[config.mk]
export PLATFORM = sky130hd
export DESIGN_NAME = lsu_ctrl
export DESIGN_NICKNAME = d
export VERILOG_FILES = /design/src/rtl/lsu_pkg.sv /design/src/rtl/lsu_align.sv /design/src/rtl/lsu_ctrl.sv
export SDC_FILE = /design/constraint.sdc
export NUM_CORES = 1
export LEC_CHECK = 0
export ABC_CLOCK_PERIOD_IN_PS = 3600
export CORE_UTILIZATION = 44
export DETAILED_ROUTE_END_ITERATION = 7
export PLACE_DENSITY = 0.78
export SLEW_MARGIN = 20
export SYNTH_ARGS = -nofsm -noshare
export SYNTH_HDL_FRONTEND = slang
export SYNTH_SLANG_ARGS = --single-unit
[constraint.sdc]
create_clock -name clk -period 3.6 [get_ports clk]
set_input_delay 0.36 -clock clk [delete_from_list [all_inputs] [get_ports clk]]
set_output_delay 0.36 -clock clk [all_outputs]
set_load 0.05 [all_outputs]
[src/rtl/lsu_pkg.sv]
// Shared state encoding and RISC-V funct3 size codes for the load/store unit controller.
package lsu_pkg;

  typedef enum logic [1:0] {
    IDLE = 2'd0,
    REQ  = 2'd1,
    WAIT = 2'd2,
    RESP = 2'd3
  } lsu_state_t;

  localparam logic [2:0] F3_B  = 3'd0;
  localparam logic [2:0] F3_H  = 3'd1;
  localparam logic [2:0] F3_W  = 3'd2;
  localparam logic [2:0] F3_BU = 3'd4;
  localparam logic [2:0] F3_HU = 3'd5;

endpackage

[src/rtl/lsu_align.sv]
// Byte-lane alignment for the LSU: store mask and data shift, legality checks
// and load data extraction with sign/zero extension.
module lsu_align
  import lsu_pkg::*;
(
  input  logic        is_load,
  input  logic        is_store,
  input  logic [2:0]  funct3,
  input  logic [1:0]  addr_lo,
  input  logic [31:0] wdata,
  input  logic [31:0] rdata,
  output logic [3:0]  wmask,
  output logic [31:0] wdata_sh,
  output logic        misaligned,
  output logic        illegal,
  output logic [31:0] load_data
);

  logic [31:0] rdata_sh;

  assign wdata_sh = wdata << {addr_lo, 3'b000};
  assign rdata_sh = rdata >> {addr_lo, 3'b000};

  // Size is carried in funct3[1:0]; illegal codes are flagged separately.
  always_comb begin
    misaligned = 1'b0;
    if (is_load || is_store) begin
      case (funct3[1:0])
        2'd1:    misaligned = addr_lo[0];
        2'd2:    misaligned = (addr_lo != 2'b00);
        default: misaligned = 1'b0;
      endcase
    end
  end

  always_comb begin
    illegal = 1'b0;
    if (is_load)
      illegal = (funct3 == 3'd3) || (funct3 == 3'd6) || (funct3 == 3'd7);
    else if (is_store)
      illegal = (funct3 >= 3'd3);
  end

  always_comb begin
    wmask = 4'b0000;
    if (is_store) begin
      case (funct3)
        F3_B:    wmask = 4'b0001 << addr_lo;
        F3_H:    wmask = 4'b0011 << addr_lo;
        F3_W:    wmask = 4'b1111;
        default: wmask = 4'b0000;
      endcase
    end
  end

  always_comb begin
    case (funct3)
      F3_B:    load_data = {{24{rdata_sh[7]}}, rdata_sh[7:0]};
      F3_BU:   load_data = {24'h0, rdata_sh[7:0]};
      F3_H:    load_data = {{16{rdata_sh[15]}}, rdata_sh[15:0]};
      F3_HU:   load_data = {16'h0, rdata_sh[15:0]};
      F3_W:    load_data = rdata_sh;
      default: load_data = 32'h0;
    endcase
  end

endmodule

[src/rtl/lsu_ctrl.sv]
// Load/store unit controller: takes one op from the EXU, runs a single memory
// request/response and hands the extended result to the WBU.
module lsu_ctrl
  import lsu_pkg::*;
#(
  parameter int TIMEOUT_CYCLES = 255
) (
  input  logic        clk,
  input  logic        rst,
  input  logic        in_valid,
  output logic        in_ready,
  input  logic        in_is_load,
  input  logic        in_is_store,
  input  logic [2:0]  in_funct3,
  input  logic [31:0] in_addr,
  input  logic [31:0] in_wdata,
  input  logic [4:0]  in_rd,
  output logic        lsu_reqValid,
  output logic [31:0] lsu_addr,
  output logic        lsu_wen,
  output logic [31:0] lsu_wdata,
  output logic [3:0]  lsu_wmask,
  input  logic        lsu_respValid,
  input  logic [31:0] lsu_rdata,
  output logic        out_valid,
  input  logic        out_ready,
  output logic [31:0] out_rdata,
  output logic [4:0]  out_rd,
  output logic        out_wen,
  output logic        out_err
);

  localparam logic [7:0] CNT_LAST = 8'(TIMEOUT_CYCLES - 1);

  lsu_state_t  state;
  logic [7:0]  cnt;
  logic        is_load_q, is_store_q;
  logic [2:0]  funct3_q;
  logic [31:0] addr_q, wdata_q, rdata_q;
  logic [4:0]  rd_q;
  logic        wen_q, err_q;

  logic        idle, in_req, in_resp, accept, op_err;
  logic        op_is_load, op_is_store;
  logic [2:0]  op_funct3;
  logic [31:0] op_addr, op_wdata;
  logic [3:0]  wmask;
  logic [31:0] wdata_sh, load_data;
  logic        misaligned, illegal;

  assign idle    = (state == IDLE);
  assign in_req  = (state == REQ);
  assign in_resp = (state == RESP);

  assign in_ready = idle && !rst;
  assign accept   = in_valid && in_ready;

  // The aligner checks the incoming op while idle and the registered op afterwards.
  assign op_is_load  = idle ? in_is_load  : is_load_q;
  assign op_is_store = idle ? in_is_store : is_store_q;
  assign op_funct3   = idle ? in_funct3   : funct3_q;
  assign op_addr     = idle ? in_addr     : addr_q;
  assign op_wdata    = idle ? in_wdata    : wdata_q;
  assign op_err      = (op_is_load || op_is_store) && (misaligned || illegal);

  lsu_align u_align (
    .is_load    (op_is_load),
    .is_store   (op_is_store),
    .funct3     (op_funct3),
    .addr_lo    (op_addr[1:0]),
    .wdata      (op_wdata),
    .rdata      (lsu_rdata),
    .wmask      (wmask),
    .wdata_sh   (wdata_sh),
    .misaligned (misaligned),
    .illegal    (illegal),
    .load_data  (load_data)
  );

  assign lsu_reqValid = in_req;
  assign lsu_addr     = in_req ? {addr_q[31:2], 2'b00} : 32'h0;
  assign lsu_wen      = in_req && is_store_q;
  assign lsu_wdata    = in_req ? wdata_sh : 32'h0;
  assign lsu_wmask    = in_req ? wmask : 4'b0000;

  assign out_valid = in_resp;
  assign out_rdata = in_resp ? rdata_q : 32'h0;
  assign out_rd    = in_resp ? rd_q : 5'd0;
  assign out_wen   = in_resp && wen_q;
  assign out_err   = in_resp && err_q;

  always_ff @(posedge clk or posedge rst) begin
    if (rst) begin
      state      <= IDLE;
      cnt        <= 8'd0;
      is_load_q  <= 1'b0;
      is_store_q <= 1'b0;
      funct3_q   <= 3'd0;
      addr_q     <= 32'h0;
      wdata_q    <= 32'h0;
      rd_q       <= 5'd0;
      rdata_q    <= 32'h0;
      wen_q      <= 1'b0;
      err_q      <= 1'b0;
    end else begin
      case (state)
        IDLE: if (accept) begin
          is_load_q  <= in_is_load;
          is_store_q <= in_is_store;
          funct3_q   <= in_funct3;
          addr_q     <= in_addr;
          wdata_q    <= in_wdata;
          rd_q       <= in_rd;
          rdata_q    <= 32'h0;
          wen_q      <= 1'b0;
          cnt        <= 8'd0;
          err_q      <= op_err;
          state      <= (op_err || !(in_is_load || in_is_store)) ? RESP : REQ;
        end
        REQ: begin
          cnt   <= 8'd0;
          state <= WAIT;
        end
        // A response in the final counted cycle still wins over the timeout.
        WAIT: if (lsu_respValid) begin
          rdata_q <= is_load_q ? load_data : 32'h0;
          wen_q   <= is_load_q && (rd_q != 5'd0);
          state   <= RESP;
        end else if (cnt == CNT_LAST) begin
          err_q <= 1'b1;
          wen_q <= 1'b0;
          state <= RESP;
        end else begin
          cnt <= cnt + 8'd1;
        end
        RESP: if (out_ready) state <= IDLE;
        default: state <= IDLE;
      endcase
    end
  end

endmodule
# After elaboration in Yosys (flattened, before gate mapping)
# Index checks and enable logic that the tools add are counted.
[word_totals]
word_cells = 103
reg_bits = 118
in_bits = 111
[classes]
reduce_logical = 27
n_eq_ne = 20
shifts = 4
addsub = 1
mux = 39
magnitude_cmp = 1
[op_table]
columns = ["op", "n"]
rows = [
  ["$mux W32", 7],
  ["$pmux W32 S5", 1],
  ["$pmux W32 S2", 1],
  ["$shl A32 B5 Y32", 1],
  ["$shr A32 B5 Y32", 1],
  ["$mux W8", 3],
  ["$pmux W8 S3", 1],
  ["$eq A3 B3 Y1 const B", 4],
  ["$mux W2", 6],
  ["$pmux W4 S3", 1],
  ["$mux W1", 11],
  ["$ne A2 B2 Y1 const B", 5],
  ["$reduce_and A3 Y1", 3],
  ["$add A8 B1 Y8 const B", 1],
  ["$eq A8 B8 Y1 const B", 1],
  ["$mux W4", 2],
  ["$pmux W2 S4", 1],
  ["$reduce_and A4 Y1", 2],
  ["$logic_and A1 B1 Y1", 7],
  ["$eq A2 B2 Y1 const B", 3],
  ["$eq A3 B2 Y1 const B", 2],
  ["$logic_or A1 B1 Y1", 6],
  ["$pmux W1 S2", 3],
  ["$mux W5", 1],
  ["other kinds (15)", 18],
]

# Logic depth before layout (Yosys ltp)
# Gate-level depths: netlist of the first run.
[depth]
ltp_word = 12
depth_mapped = 10

# Hierarchy
# A second synthesis of the first run with hierarchy kept.
[unflattened]
cells_unflattened = 788
hier_area_um2 = 7623.6
[by_module_without_submodules]
columns = ["mod", "n_inst", "cells_per_inst", "area_per_inst_um2", "seq_area_each_um2"]
rows = [
  ["lsu_ctrl", 1, 563, 6069.6, 2952.8],
  ["lsu_align", 1, 225, 1554.0, 0.0],
]

# Worst setup path before layout of the first run
# Ideal clock, no wire load.
[synth_timing]
kind = "reg-to-output"
start = "register state[0]"
end = "output lsu_wdata[10]"
t_arrival_ps = 2737
required_time_ps = 3240
stages_incl_launch_ff = 8
slack_ps = 503
cell_sequence = "dfrtp_1 inv_1 ha_1 buf_6 mux2i_4 buf_6 nand2_1 a211oi_1"
[synth_between]
elab_chain_cells = 4
elab_cells_between_ends = 6
[synth_rtl]
columns = ["element", "line", "rtl"]
rows = [
  ["start, declared", "lsu_ctrl.sv:35", "lsu_state_t state;"],
  ["start signal, assigned", "lsu_ctrl.sv:118", "state <= (op_err || !(in_is_load || in_is_store)) ? RESP : REQ;"],
  ["$logic_not A2 Y1", "lsu_ctrl.sv:51", "assign idle = (state == IDLE);"],
  ["$mux W32 / $mux W2 (equally long branches)", "lsu_ctrl.sv:63, lsu_ctrl.sv:62", ""],
  ["$shl A32 B5 Y32", "lsu_align.sv:21", "assign wdata_sh = wdata << {addr_lo, 3'b000};"],
  ["$mux W32 (*)", "lsu_ctrl.sv:83", "assign lsu_wdata = in_req ? wdata_sh : 32'h0;"],
  ["end, declared", "lsu_ctrl.sv:21", "output logic [31:0] lsu_wdata,"],
]
# Every way passes the cells marked *; elsewhere a longest branch is shown, timed or not.

# Final worst setup path of the first run
[layout_timing]
start = "register state[0]"
end = "output in_ready"
[layout_between]
elab_chain_cells = 2
[layout_rtl]
columns = ["element", "line", "rtl"]
rows = [
  ["$logic_not A2 Y1", "lsu_ctrl.sv:51", ""],
  ["$logic_and A1 B1 Y1", "lsu_ctrl.sv:55", "assign in_ready = idle && !rst;"],
  ["end, declared", "lsu_ctrl.sv:11", "output logic in_ready,"],
]
# Every way passes these cells.

==> metrics.md, run 1 <==
| Metric | Value |
|---|---|
| Setup violators final | `0` |
| Yosys top cell by area | `dfrtp_1` |
| Drt total wl | `between 20000 and 25000 um` |
| Routed wire per std cell | `~18 um` |
| Cell Area, Synth | `~7500 um^2` |
| Combinational power share | `60.4%` |
| P_leak | `between 4 and 5 nW` |
| Detailed placement HPWL | `14600 um` |
| Int Pwr | `5.20 mW` |
| Peak VDD IR | `between 0.7 and 0.8 mV` |
| DR WL met2 | `between 10000 and 15000 um` |
| Met3 WL | `approximately 1700 um` |
| Setup TNS | `0 ns` |
| Inserted Clock Buffers | `17` |
| RSZ-0062 raised after global routing | `false` |
| Sequential share of the synthesized area | `~39%` |
| Critical path class | `reg2out` |
| 1st-pass router iterations | `5` |
| Clock sinks | `about 120` |
| Clock Path Buffers | `2` |
| Crit path max fanout | `39` |
| Full die area | `17500 um^2` |
| Core Rows | `47` |
| DR iter-0 viols | `417` |
| Crit path time final | `roughly 3.3 ns` |
| Reg power frac | `between 20% and 30%` |
| Post-CTS setup buffers | `0` |
| Vias in the first global route | `6243` |
| Wire length of the first global-routing pass | `around 34000 um` |
| Met1 wire length | `between 9000 and 10000 um` |
| Slew HR | `a little under 30%` |
| GRT Residual Overflow | `0` |
| Placer Congestion | `approximately 0.8` |
| Slew @ Worst Pin | `roughly 1.1 ns` |
| Synth top area cells | `dfrtp_1 39%, mux2_2 13%, mux2i_1 7.8%` |
| Clk_lat worst skew | `roughly 0.41 ns` |
| Nets | `just over 1000` |
| Yosys top cell area share | `39.4%` |
| Post-synthesis cell count | `~700` |
| Most frequent cells in the layout | `183 x clkdlybuf4s50_1, 118 x dfrtp_1, 84 x mux2_2` |
| Yosys cell types | `62` |
| Yosys warning count | `0` |
| Clk root buf | `clkbuf_16` |
| CTS clock-pin slew for the worst setup and hold paths | `roughly 0.060 ns` |
| CP endpoint kind | `output port` |
| Pwr/cell area | `a little over 900 nW/um^2` |
| Hold Slack | `between 0.4 and 0.5 ns` |
| Vias/cell | `~5.6` |
| Switching Share | `a little under half` |
| Worst path required time | `3.24 ns` |
| Core Area | `~17000 um^2` |
| XOR/XNOR share of the synthesized area | `0.117%` |
| IO Count | `approximately 220` |
| Area grow syn2layout | `41.1%` |
| Largest family of logic cells by synthesized area | `multiplexers` |
| Clock power share | `around 16%` |
| I/O Buffers | `219` |
| Die Ht | `around 130 um` |
| Die X | `132 um` |
| DRC Markers | `0` |
| Simple-gate share of the synthesized area | `approximately 18%` |
| Fill count | `about 1400` |
| Initial core utilization | `approximately 45%` |
| CTS Hold Bufs | `0` |
| Compound-gate portion of the synthesized area | `between 10% and 20%` |
| GRT Util Overall | `between 20% and 30%` |
| Most common cell after layout, fill and taps aside | `clkdlybuf4s50_1` |
| Critical Path AT | `about 2.9 ns` |
| Fin cells | `1145` |
| Placed cell count | `about 1100` |
| Net Sw Power | `4.55 mW` |
| Initial antenna violation count | `0` |
| Largest net degree at the start of global routing | `77` |
| Layout Skew | `about 0.01 ns` |
| Fin crit share | `91.3%` |
| Layout cell share with drive strength beyond 1 | `a little over a fifth` |
| CTS tree | `done` |
| Hold Path Class | `reg2reg` |
| Highest routed layer | `met4` |
| ANT cells | `0` |
| MaxCap Viol Count | `0` |
| Flops & latches, synth | `around 120` |
| Adder-Cell Fraction of Synth Area | `1.00%` |
| Final hold vios | `0` |
| Max-slew violation count | `0` |
| Avg Cell Area, Syn | `10.5 um^2` |
| CTS H-tree depth | `4` |
| Post-CTS sizing | `0` |
| DR vias | `6397` |
| Routed Antenna Nets | `0` |
| Run status | `finished, final reports clean` |
| Startpoint types | `flop` |
| Multiplexer share of the synthesized area | `21.1%` |
| Max Freq | `0.304 GHz` |
power groups by stage:
stage	combinational [mW]	clock, mW	sequential [mW]
after floorplan	4.23	0	2.13
after global placement	5.80	0	2.26
after detailed placement	5.87	0	2.29
after CTS	5.90	1.61	2.27
after global routing	6.27	1.67	2.35
final	5.90	1.59	2.27
per-layer routing:
layer	track usage (%)	vias up
li1	-	3009
met1	31.9	3129
met2	39.4	246
met3	7.62	13
met4	6.19	0
met5	0	-
stage by stage:
stage | instance area (um^2) | utilization, % | power, mW | worst slack (ns)
after detailed placement | 10000 | 60.3 | 8.15 | 0.722
after global placement | 10000 | 60.3 | 8.06 | 0.791
after floorplan | 7490 | - | 6.36 | 0.111
after global routing | 10600 | 63.7 | 10.3 | 0.112
after CTS | 10600 | 63.7 | 9.78 | 0.299
final | 10600 | 63.7 | 9.76 | 0.314
registers in the layout (all words and copies together) (netlist names):
signal      cells
err_q           1
is_load_q       1
wdata_q        32
rdata_q        32
cnt             8
state           2
wen_q           1
rd_q            5
funct3_q        3
is_store_q      1
addr_q         32
critical path, cell delays in order, from the launching register on:
cell,delay [ns]
dfrtp_1,0.41
inv_1,0.16
ha_4,0.48
inv_2,0.29
nor2_1,0.29
clkdlybuf4s50_1,0.88
synth_stat cells, drive strengths merged:
library cell / count
o32a: 1
nor4: 1
o22a: 1
ha: 6
o22ai: 8
o21ai: 9
a21o: 4
buf: 36
nor3: 6
or3: 1
clkbuf: 16
a32o: 8
inv: 8
xnor2: 1
nor3b: 5
and2: 80
nand3b: 2
o21a: 13
a22oi: 16
nor2b: 17
nand2: 39
mux2i: 59
o221ai: 3
a211oi: 41
o2111ai: 1
o21bai: 2
o31ai: 5
dfrtp: 118
conb: 1
mux2: 86
nand2b: 9
a32oi: 1
nand4: 3
a221oi: 2
o211ai: 4
o32ai: 1
or4: 2
o2bb2ai: 8
a2111oi: 1
nand3: 29
nor2: 33
a2bb2oi: 8
o31a: 1
a21oi: 17
path summary, 6_finish.rpt:
check                           startpoint          end  slack [ns]  depth (start not counted)
worst max-delay path              state[0]     in_ready        0.31                          5
worst min-delay path                 wen_q        wen_q        0.48                          2
worst max register to register    state[0]    addr_q[0]        0.69                          6
worst min register to register       wen_q        wen_q        0.48                          2
max in group asynchronous              rst  rdata_q[31]        2.26                          3
min in group asynchronous              rst    addr_q[5]        0.57                          2
layout make-up:
cell class | count | area [um^2] | share of cell area, %
multi-input combinational | 536 | 4220 | 39.9
tap | 220 | 275 | 2.61
timing repair buffer | 231 | 2530 | 23.9
clock buffer | 18 | 439 | 4.16
inverter | 8 | 32.5 | 0.308
clock inverter | 14 | 119 | 1.12
sequential | 118 | 2950 | 27.9
logic make-up after synthesis:
group,count (synthesis)
and+or+nand+nor,227
AOI/OAI and AO/OA,155
muxes,145
DFF,118
buffers and inverters,60
adders and majority gates,6
other,1
xor gates and xnor gates,1
Power figures use the tool's default switching activity.
==> run 2: changes to the inputs <==
--- a/config.mk
+++ b/config.mk
@@ -7,6 +7,7 @@
 export LEC_CHECK = 0
 export ABC_CLOCK_PERIOD_IN_PS = 3600
 export CORE_UTILIZATION = 44
+export CTS_CLUSTER_SIZE = 25
 export DETAILED_ROUTE_END_ITERATION = 7
 export PLACE_DENSITY = 0.78
 export SLEW_MARGIN = 20
==> results of run 2 <==
Same layout as run 1: the final DEF is identical, and so are final timing and power.
